==> src/rtl/xfifo_rr_sched.sv <==
// Packet-aware round-robin drain of N XFifo queues onto one valid/ready link.
// Latency: 1 cycle from q_re to out_valid; 1 flit/cycle sustained.
// Backpressure: out_ready=0 with out_valid=1 holds the output flit and blocks all pops.
module xfifo_rr_sched #(
    parameter int N  = 4,
    parameter int DW = 8,
    localparam int SW = $clog2(N)
) (
    input  logic            clk,
    input  logic            rst,
    input  logic            en,
    input  logic [N-1:0]    q_empty_n,
    input  logic [N*DW-1:0] q_dout,
    input  logic [N-1:0]    q_last,
    output logic [N-1:0]    q_re,
    output logic            out_valid,
    input  logic            out_ready,
    output logic [DW-1:0]   out_data,
    output logic            out_last,
    output logic [SW-1:0]   out_src,
    output logic            busy
);

    typedef enum logic {
        IDLE   = 1'b0,
        LOCKED = 1'b1
    } state_t;

    state_t        state;
    logic [SW-1:0] rr_ptr;
    logic [SW-1:0] owner;

    logic          load;
    logic          grant_vld;
    logic [SW-1:0] grant;
    logic [DW-1:0] grant_data;
    logic          grant_last;
    logic [SW-1:0] grant_next;

    assign load = ~out_valid | out_ready;

    // While LOCKED only the owner may be popped, so packets never interleave.
    always_comb begin
        int idx;
        idx       = 0;
        grant_vld = 1'b0;
        grant     = '0;
        if (!rst && en && load) begin
            if (state == LOCKED) begin
                grant_vld = q_empty_n[owner];
                grant     = owner;
            end else begin
                for (int k = 0; k < N; k++) begin
                    idx = int'(rr_ptr) + k;
                    if (idx >= N) idx = idx - N;
                    if (!grant_vld && q_empty_n[idx]) begin
                        grant_vld = 1'b1;
                        grant     = SW'(idx);
                    end
                end
            end
        end
    end

    assign q_re       = grant_vld ? ({{(N-1){1'b0}}, 1'b1} << grant) : '0;
    assign grant_data = q_dout[grant*DW +: DW];
    assign grant_last = q_last[grant];
    assign grant_next = (grant == SW'(N-1)) ? '0 : grant + 1'b1;
    assign busy       = (state == LOCKED);

    always_ff @(posedge clk) begin
        if (rst) begin
            out_valid <= 1'b0;
            out_data  <= '0;
            out_last  <= 1'b0;
            out_src   <= '0;
            state     <= IDLE;
            rr_ptr    <= '0;
            owner     <= '0;
        end else begin
            if (load) begin
                out_valid <= grant_vld;
                if (grant_vld) begin
                    out_data <= grant_data;
                    out_last <= grant_last;
                    out_src  <= grant;
                end
            end
            // Pointer advances only at packet end: fairness is per packet.
            if (grant_vld) begin
                if (grant_last) begin
                    state  <= IDLE;
                    rr_ptr <= grant_next;
                end else if (state == IDLE) begin
                    state <= LOCKED;
                    owner <= grant;
                end
            end
        end
    end

endmodule

==> config.mk <==
export PLATFORM = sky130hd
export DESIGN_NAME = xfifo_rr_sched
export DESIGN_NICKNAME = d
export VERILOG_FILES = /design/src/rtl/xfifo_rr_sched.sv
export SDC_FILE = /design/constraint.sdc
export NUM_CORES = 1
export LEC_CHECK = 0
export CORE_MARGIN = 10
export CORE_UTILIZATION = 55
export CTS_BUF_LIST = sky130_fd_sc_hd__clkbuf_4 sky130_fd_sc_hd__clkbuf_8 sky130_fd_sc_hd__clkbuf_16
export DETAILED_ROUTE_END_ITERATION = 10
export DONT_BUFFER_PORTS = 1
export PLACE_DENSITY = 0.68
export SLEW_MARGIN = 15
export SYNTH_ARGS = -nofsm -noshare
export SYNTH_HDL_FRONTEND = slang
export SYNTH_SLANG_ARGS = --single-unit
==> constraint.sdc <==
create_clock -name clk -period 3.5 [get_ports clk]
set_input_delay 0.7 -clock clk [delete_from_list [all_inputs] [get_ports clk]]
set_output_delay 0.7 -clock clk [all_outputs]
set_load 0.03 [all_outputs]
* Yosys cells after proc, flatten, opt, wreduce, memory -nomap -nowiden
Cells that the tools add are included.
** Storage, ports and cells
- Register bits :: 17
- Latch bits :: 0
- Bits in writable memories :: 0
- Bits in read-only memories :: 0
- Input port bits :: 44
- Output and inout port bits :: 17
- Logic and storage cells :: 93
- Memories kept :: 0
** Operators by class
- Add/subtract/negate cells :: 8
- $mul :: 0
- Div/mod/pow operators :: 0
- Order comparisons :: 10
- Equal/unequal tests :: 1
- Shift operators :: 2
- Multiplexer cells :: 49
- Bitwise logic cells :: 4
- Reductions and logical operators :: 12
** Operators by type and width (count)
- $mux 32 :: 12
- $lt 32x4->1 const B :: 4
- $shiftx 32x6->8 :: 1
- $mux 1 :: 23
- $mux 2 :: 7
- $bmux 1 s2 :: 6
- $sub 3x3->4 const B :: 3
- $ge 3x3->1 const B :: 3
- $add 2x2->3 const B :: 2
- $lt 2x3->1 const B :: 2
- $logic_and 1x1->1 :: 5
- $logic_not 1->1 :: 4
- $mux 4 :: 1
- $reduce_and 2->1 :: 2
- $shl 1x2->4 const A :: 1
- $sub 2x3->4 const B :: 1
- $add 2x1->3 const B :: 1
- $ge 2x3->1 const B :: 1
- $not 1->1 :: 3
- $reduce_and 3->1 :: 1
- $add 2x1->2 const B :: 1
- $eq 2x2->1 const B :: 1
- $or 1x1->1 :: 1

* Longest topological paths before layout
- Word-level depth :: 29
- Depth in mapped cells :: 8
- Depth with buffers taken out :: 8

* Worst setup path before layout
No wires, ideal clock.
- Path type :: input to output
- Start point :: in out_ready
- End point :: out q_re[3]
- Arrival :: 2.464 ns
- Data required time :: 2.800 ns
- Slack :: 0.336 ns
- Cell stages on the path :: 7
- Path buffers :: 0
- Cells stage by stage :: nand2b_1 > nand3_1 > nor4_1 > nor2_1 > inv_1 > ha_1 > and2_1
** On the way
- Longest elaborated chain between the ends :: 5
- Elaborated cells on any way between the ends :: 6
- Classes of those cells :: 1 x shift; 3 x mux; 1 x bitwise; 1 x reduce/logical
** Ends and longest elaborated chain
- start: declaration :: RTL line 17 : input logic out_ready,
- $or 1x1->1 :: RTL line 40 : assign load = ~out_valid | out_ready;
- $logic_and 1x1->1 :: RTL line 48 : if (!rst && en && load) begin
- $mux 2 :: RTL line 48
- via grant[1] :: RTL line 35 : logic [SW-1:0] grant;
- $shl 1x2->4 :: RTL line 65 : assign q_re = grant_vld ? ({{(N-1){1'b0}}, 1'b1} << grant) : '0;
- $mux 4 :: RTL line 65
- end: declaration :: RTL line 15 : output logic [N-1:0] q_re,
The timed path passes the listed nets, and every way through them passes these cells.

* Worst setup path in the final report
- Start point :: reg state, in the netlist busy
- End point :: out q_re[2]
** On the way
- Longest elaborated chain between the ends :: 4
- Elaborated cells on any way between the ends :: 6
- Classes of those cells :: 1 x shift; 5 x mux
** Ends and longest elaborated chain
- start: declaration :: RTL line 29 : state_t state;
- start signal: assignment :: RTL line 77 : state <= IDLE;
- start signal: assignment :: RTL line 92 : state <= IDLE;
- start signal: assignment :: RTL line 95 : state <= LOCKED;
- $mux 2 :: RTL line 49 : if (state == LOCKED) begin
- $mux 2 :: RTL line 48
- $shl 1x2->4 :: RTL line 65
- $mux 4 (*) :: RTL line 65
Mark *: on every way between the ends. The rest lies on a longest branch, timed or not.

==> metrics list <==
* Run status: completed
- Worst Path Arrival: 2.47 ns
- The clock period could shrink to 3.17 ns.
- Dividing the final minimum period by the clock period gives 90.5%.
- Including well taps, the total number of placed cells is 156.
- The clock network burns 25.5% of the power.
- Among all flip-flop cells after synthesis, the most frequent one is sky130_fd_sc_hd__dfxtp_1.
* CORE AREA: 0.00200 mm^2
- Power share of the sequential group: 55.8%
- Fraction of the yosys area taken by sequential cells: 28.9%
- Worst-Margin Slew: 0.609 ns
- Summed over all nets, wire length on met3 after detailed routing comes to 470 um.
- Post-Route Setup TNS: 0 ns
- Buffer cell driving the clock tree root: sky130_fd_sc_hd__clkbuf_4
* Instance area after placement: 0.00124 mm^2
- Setup violations remaining at the end of the flow were counted as 0.
- Avg Cell Area, Syn: 9.26 um^2
- Final net count: 182
* Fmax: 316 MHz
* Cell count of the worst hold path: 1
- Leaving out filler cells and counting taps, the final layout contains 160.
* Worst-path cell chain: or2_0 > or4b_4 > a31oi_4 > inv_1 > ha_1 > and2_1
* Detailed-routed wire length on met2: 1.43 mm
- CP endpoint kind: output port
* Setup slack, reg-to-reg: 0.50 ns
- Layout filler cell count: 192
- Antenna violations before repair: 0
- Counting flops with a built-in enable in the synthesized netlist gives 0.
- The largest single stage delay on the critical path is 0.53 ns.
- The routed layout has 964 vias.
- sky130_fd_sc_hd__dfxtp_1 takes more of the synthesized area than any other cell.
- Start of the worst register-to-register path: busy
- Hold Violations, Final: 0
* DRC viols: 0
* Relative slew slack: 59.3%
* Last weighted congestion value of the routability-driven placer: 0.882
* Top sig layer: met4
* Area overhead of the layout relative to synthesis: 7.77%
* Die Outline Area: 0.00439 mm^2
- After floorplanning, the core was divided into 16 placement rows.
- Ranked by total cell area, the synthesized netlist is headed by sky130_fd_sc_hd__dfxtp_1 29%, sky130_fd_sc_hd__mux2i_1 17%, sky130_fd_sc_hd__mux2_2 8.6%.
- Leaving out fill and tap cells, the most frequent cells in the layout are 20 x sky130_fd_sc_hd__mux2i_1, 17 x sky130_fd_sc_hd__dfxtp_1, 10 x sky130_fd_sc_hd__nand2_1.
- Sum of routed wire segments on met1: 1.10 mm
- The share of synthesized area in the top cell type comes to 28.9%.
- CTS built an H-tree with a depth of 1.
- Kind of cell with the highest combined delay on the critical path: simple AND/OR/NAND/NOR gates
- TritonCTS built the clock tree.
* Maximum net fanout on the critical path: 11
* Proportion of layout cells with a drive suffix above 1: 19.5%
- Share of total power consumed by net switching: 30.0%
- Once the floorplan was initialized, standard cells occupied 58.7% of the core.
- In this run the critical register-to-register path is captured at rr_ptr[0].
- The slowest stage of the critical path is the sky130_fd_sc_hd__or4b_4 cell.
* TritonCTS Buffers: 3
- Aggregate routed wire length: 3.03 mm
* Syn. warnings: 0
- In this run, post-CTS repair resized a total of 0 instances.
- Across the routed clock network, the largest skew measured is 0.00461 ns.
- GRT Util Overall: 14.1%
* Final ANT Viol Nets: 0
- The first global-routing pass estimated 4.80 mm of wire.
- After global routing the overflow that remains totals 0.
* Chip Width: 66.2 um
* Class of the most critical setup path: reg -> out
- Asr flop ratio synth: 0%
- In this run the vertical extent of the chip is 66.2 um.
- CP required: 2.80 ns
- Pin count of the biggest net entering global routing: 22
- 61 I/O pins were placed.
- Worst min-delay path endpoint: out_src[1]
- For this run, the detailed router's first-pass iteration total came to 5.
* Syn_nets: 175
- Most common cell after layout, fill and taps aside: sky130_fd_sc_hd__mux2i_1
* Path category of the worst min-delay check: in -> reg
- Summing all non-filler instances in the final layout gives an area of 0.00127 mm^2.
* Overall power: 425 uW
- Setup repair after global routing left no endpoint under its margin.
- Synthesis handed over a netlist of 127 instances.
- For this design the static power due to leakage is 0.483 nW.
- After detailed routing, the number of vias per cell comes to 6.03.
* Buf/Inv on CP: 1
* Number of distinct library cells after synthesis: 33
- After clock tree synthesis, the clock-pin slew on the worst setup and hold paths is 0.09 ns.
- Startpoint of the worst hold path: rst
* CTS Hold Buffers Added: 0
- Routed length per placed instance: 18.9 um
* Number of design-rule violations left by the first detailed-router iteration: 22
- Clock latency of the later-clocked register in the worst-skew pair: 0.28 ns
- Cell internal power was estimated by the tool at 297 uW.
- Number of inserted diodes: 0
- The clock net in this run drives a total of 17 sinks.
- The wire-length estimate of the detail-placed layout is 2.53 mm.
- Port buffer count: 0
- Cell Pwr Density: 335 mW/mm^2
* Critical Path Source Type: flop
* Number of cell instances on the worst register-to-register path: 7
* Comb power frac: 18.7%
- MaxCap Viol Count: 0
- The via count of the first global-routing pass was 1001.
* IR Drop Worst-Case VDD: 349 uV
* Worst Hold Slack: 0.470 ns
- The synthesized design contains 17 register bits.
* Max-slew violation count: 0
- In this run the power spent charging and discharging nets is 127 uW.
* Post-CTS Setup Repair Bufs: 0
- Mapped Area: 0.00118 mm^2
* CTS max path bufs: 2
-- stage by stage --
step / worst slack, ns / util (%)
after global routing: 0.215 / 63.3
after global placement: 0.419 / 61.8
after floorplan: 0.336 / -
after CTS: 0.323 / 63.3
after detailed placement: 0.389 / 61.8
final: 0.334 / 63.3
-- cell usage after synthesis (3+ instances only) --
cell type / count
sky130_fd_sc_hd__a21oi_1: 5
sky130_fd_sc_hd__and2_1: 4
sky130_fd_sc_hd__buf_6: 3
sky130_fd_sc_hd__clkbuf_1: 3
sky130_fd_sc_hd__dfxtp_1: 17
sky130_fd_sc_hd__ha_1: 4
sky130_fd_sc_hd__inv_1: 3
sky130_fd_sc_hd__mux2_2: 9
sky130_fd_sc_hd__mux2i_1: 20
sky130_fd_sc_hd__nand2_1: 10
sky130_fd_sc_hd__nand2b_1: 4
sky130_fd_sc_hd__nand3_1: 9
sky130_fd_sc_hd__nor2_1: 3
sky130_fd_sc_hd__nor2b_1: 4
sky130_fd_sc_hd__o21ai_1: 8
-- final cells by class --
type | count | area [um^2] | area share, %
inverters | 4 | 15.0 | 1.18
well taps | 27 | 33.8 | 2.67
clock buffers | 4 | 30.0 | 2.37
multi-input cells | 100 | 776 | 61.2
flip-flops and latches | 17 | 340 | 26.9
repair buffers | 8 | 72.6 | 5.73
-- power by group through the flow --
stage               logic [mW]  registers, mW  clock network, mW
floorplan               0.0678          0.238                  0
global placement        0.0777          0.242                  0
detailed placement      0.0798          0.242                  0
CTS                     0.0799          0.238              0.114
global route            0.0891          0.239              0.125
finish                  0.0794          0.237              0.108
-- routing by layer --
layer,vias up,global-route usage (%)
li1,472,-
met1,442,13.7
met2,46,22.8
met3,4,10.8
met4,0,3.66
met5,-,0
-- sequential cells by signal (all words and copies together), names as in the netlist --
signal     cells
busy           1
out_data       8
out_last       1
out_src        2
out_valid      1
owner          2
rr_ptr         2
-- worst reg2reg max path: cells and delay by family, from the launching register on --
kind                   cells  cell delay [ns]
and+or+nand+nor            2             0.84
muxes                      2             0.67
AOI/OAI and AO/OA          2             0.61
DFF                        1             0.52
buffers and inverters      1             0.26
-- kinds of logic (layout without fill, tap and decap cells) --
| group | after synthesis | after routing | synth area share [%] |
|---|---|---|---|
| and+or+nand+nor | 43 | 43 | 19.9 |
| buffers and inverters | 10 | 16 | 5.11 |
| muxes | 31 | 31 | 28.8 |
| adders and majority gates | 4 | 4 | 4.26 |
| AOI/OAI and AO/OA | 22 | 22 | 13.0 |
| DFF | 17 | 17 | 28.9 |
-- worst max-delay path by stage --
| stage | startpoint | cells past startpoint | slack, ns | end |
|---|---|---|---|---|
| 2_1_floorplan | out_ready | 7 | 0.34 | q_re[3] |
| 3_3_place_gp | out_ready | 7 | 0.42 | q_re[0] |
| 3_5_place_dp | out_ready | 7 | 0.39 | q_re[0] |
| 4_1_cts | busy | 6 | 0.32 | q_re[2] |
| 5_1_grt | busy | 6 | 0.21 | q_re[2] |
| 6_report | busy | 6 | 0.33 | q_re[2] |
Power figures use the tool's default switching activity.
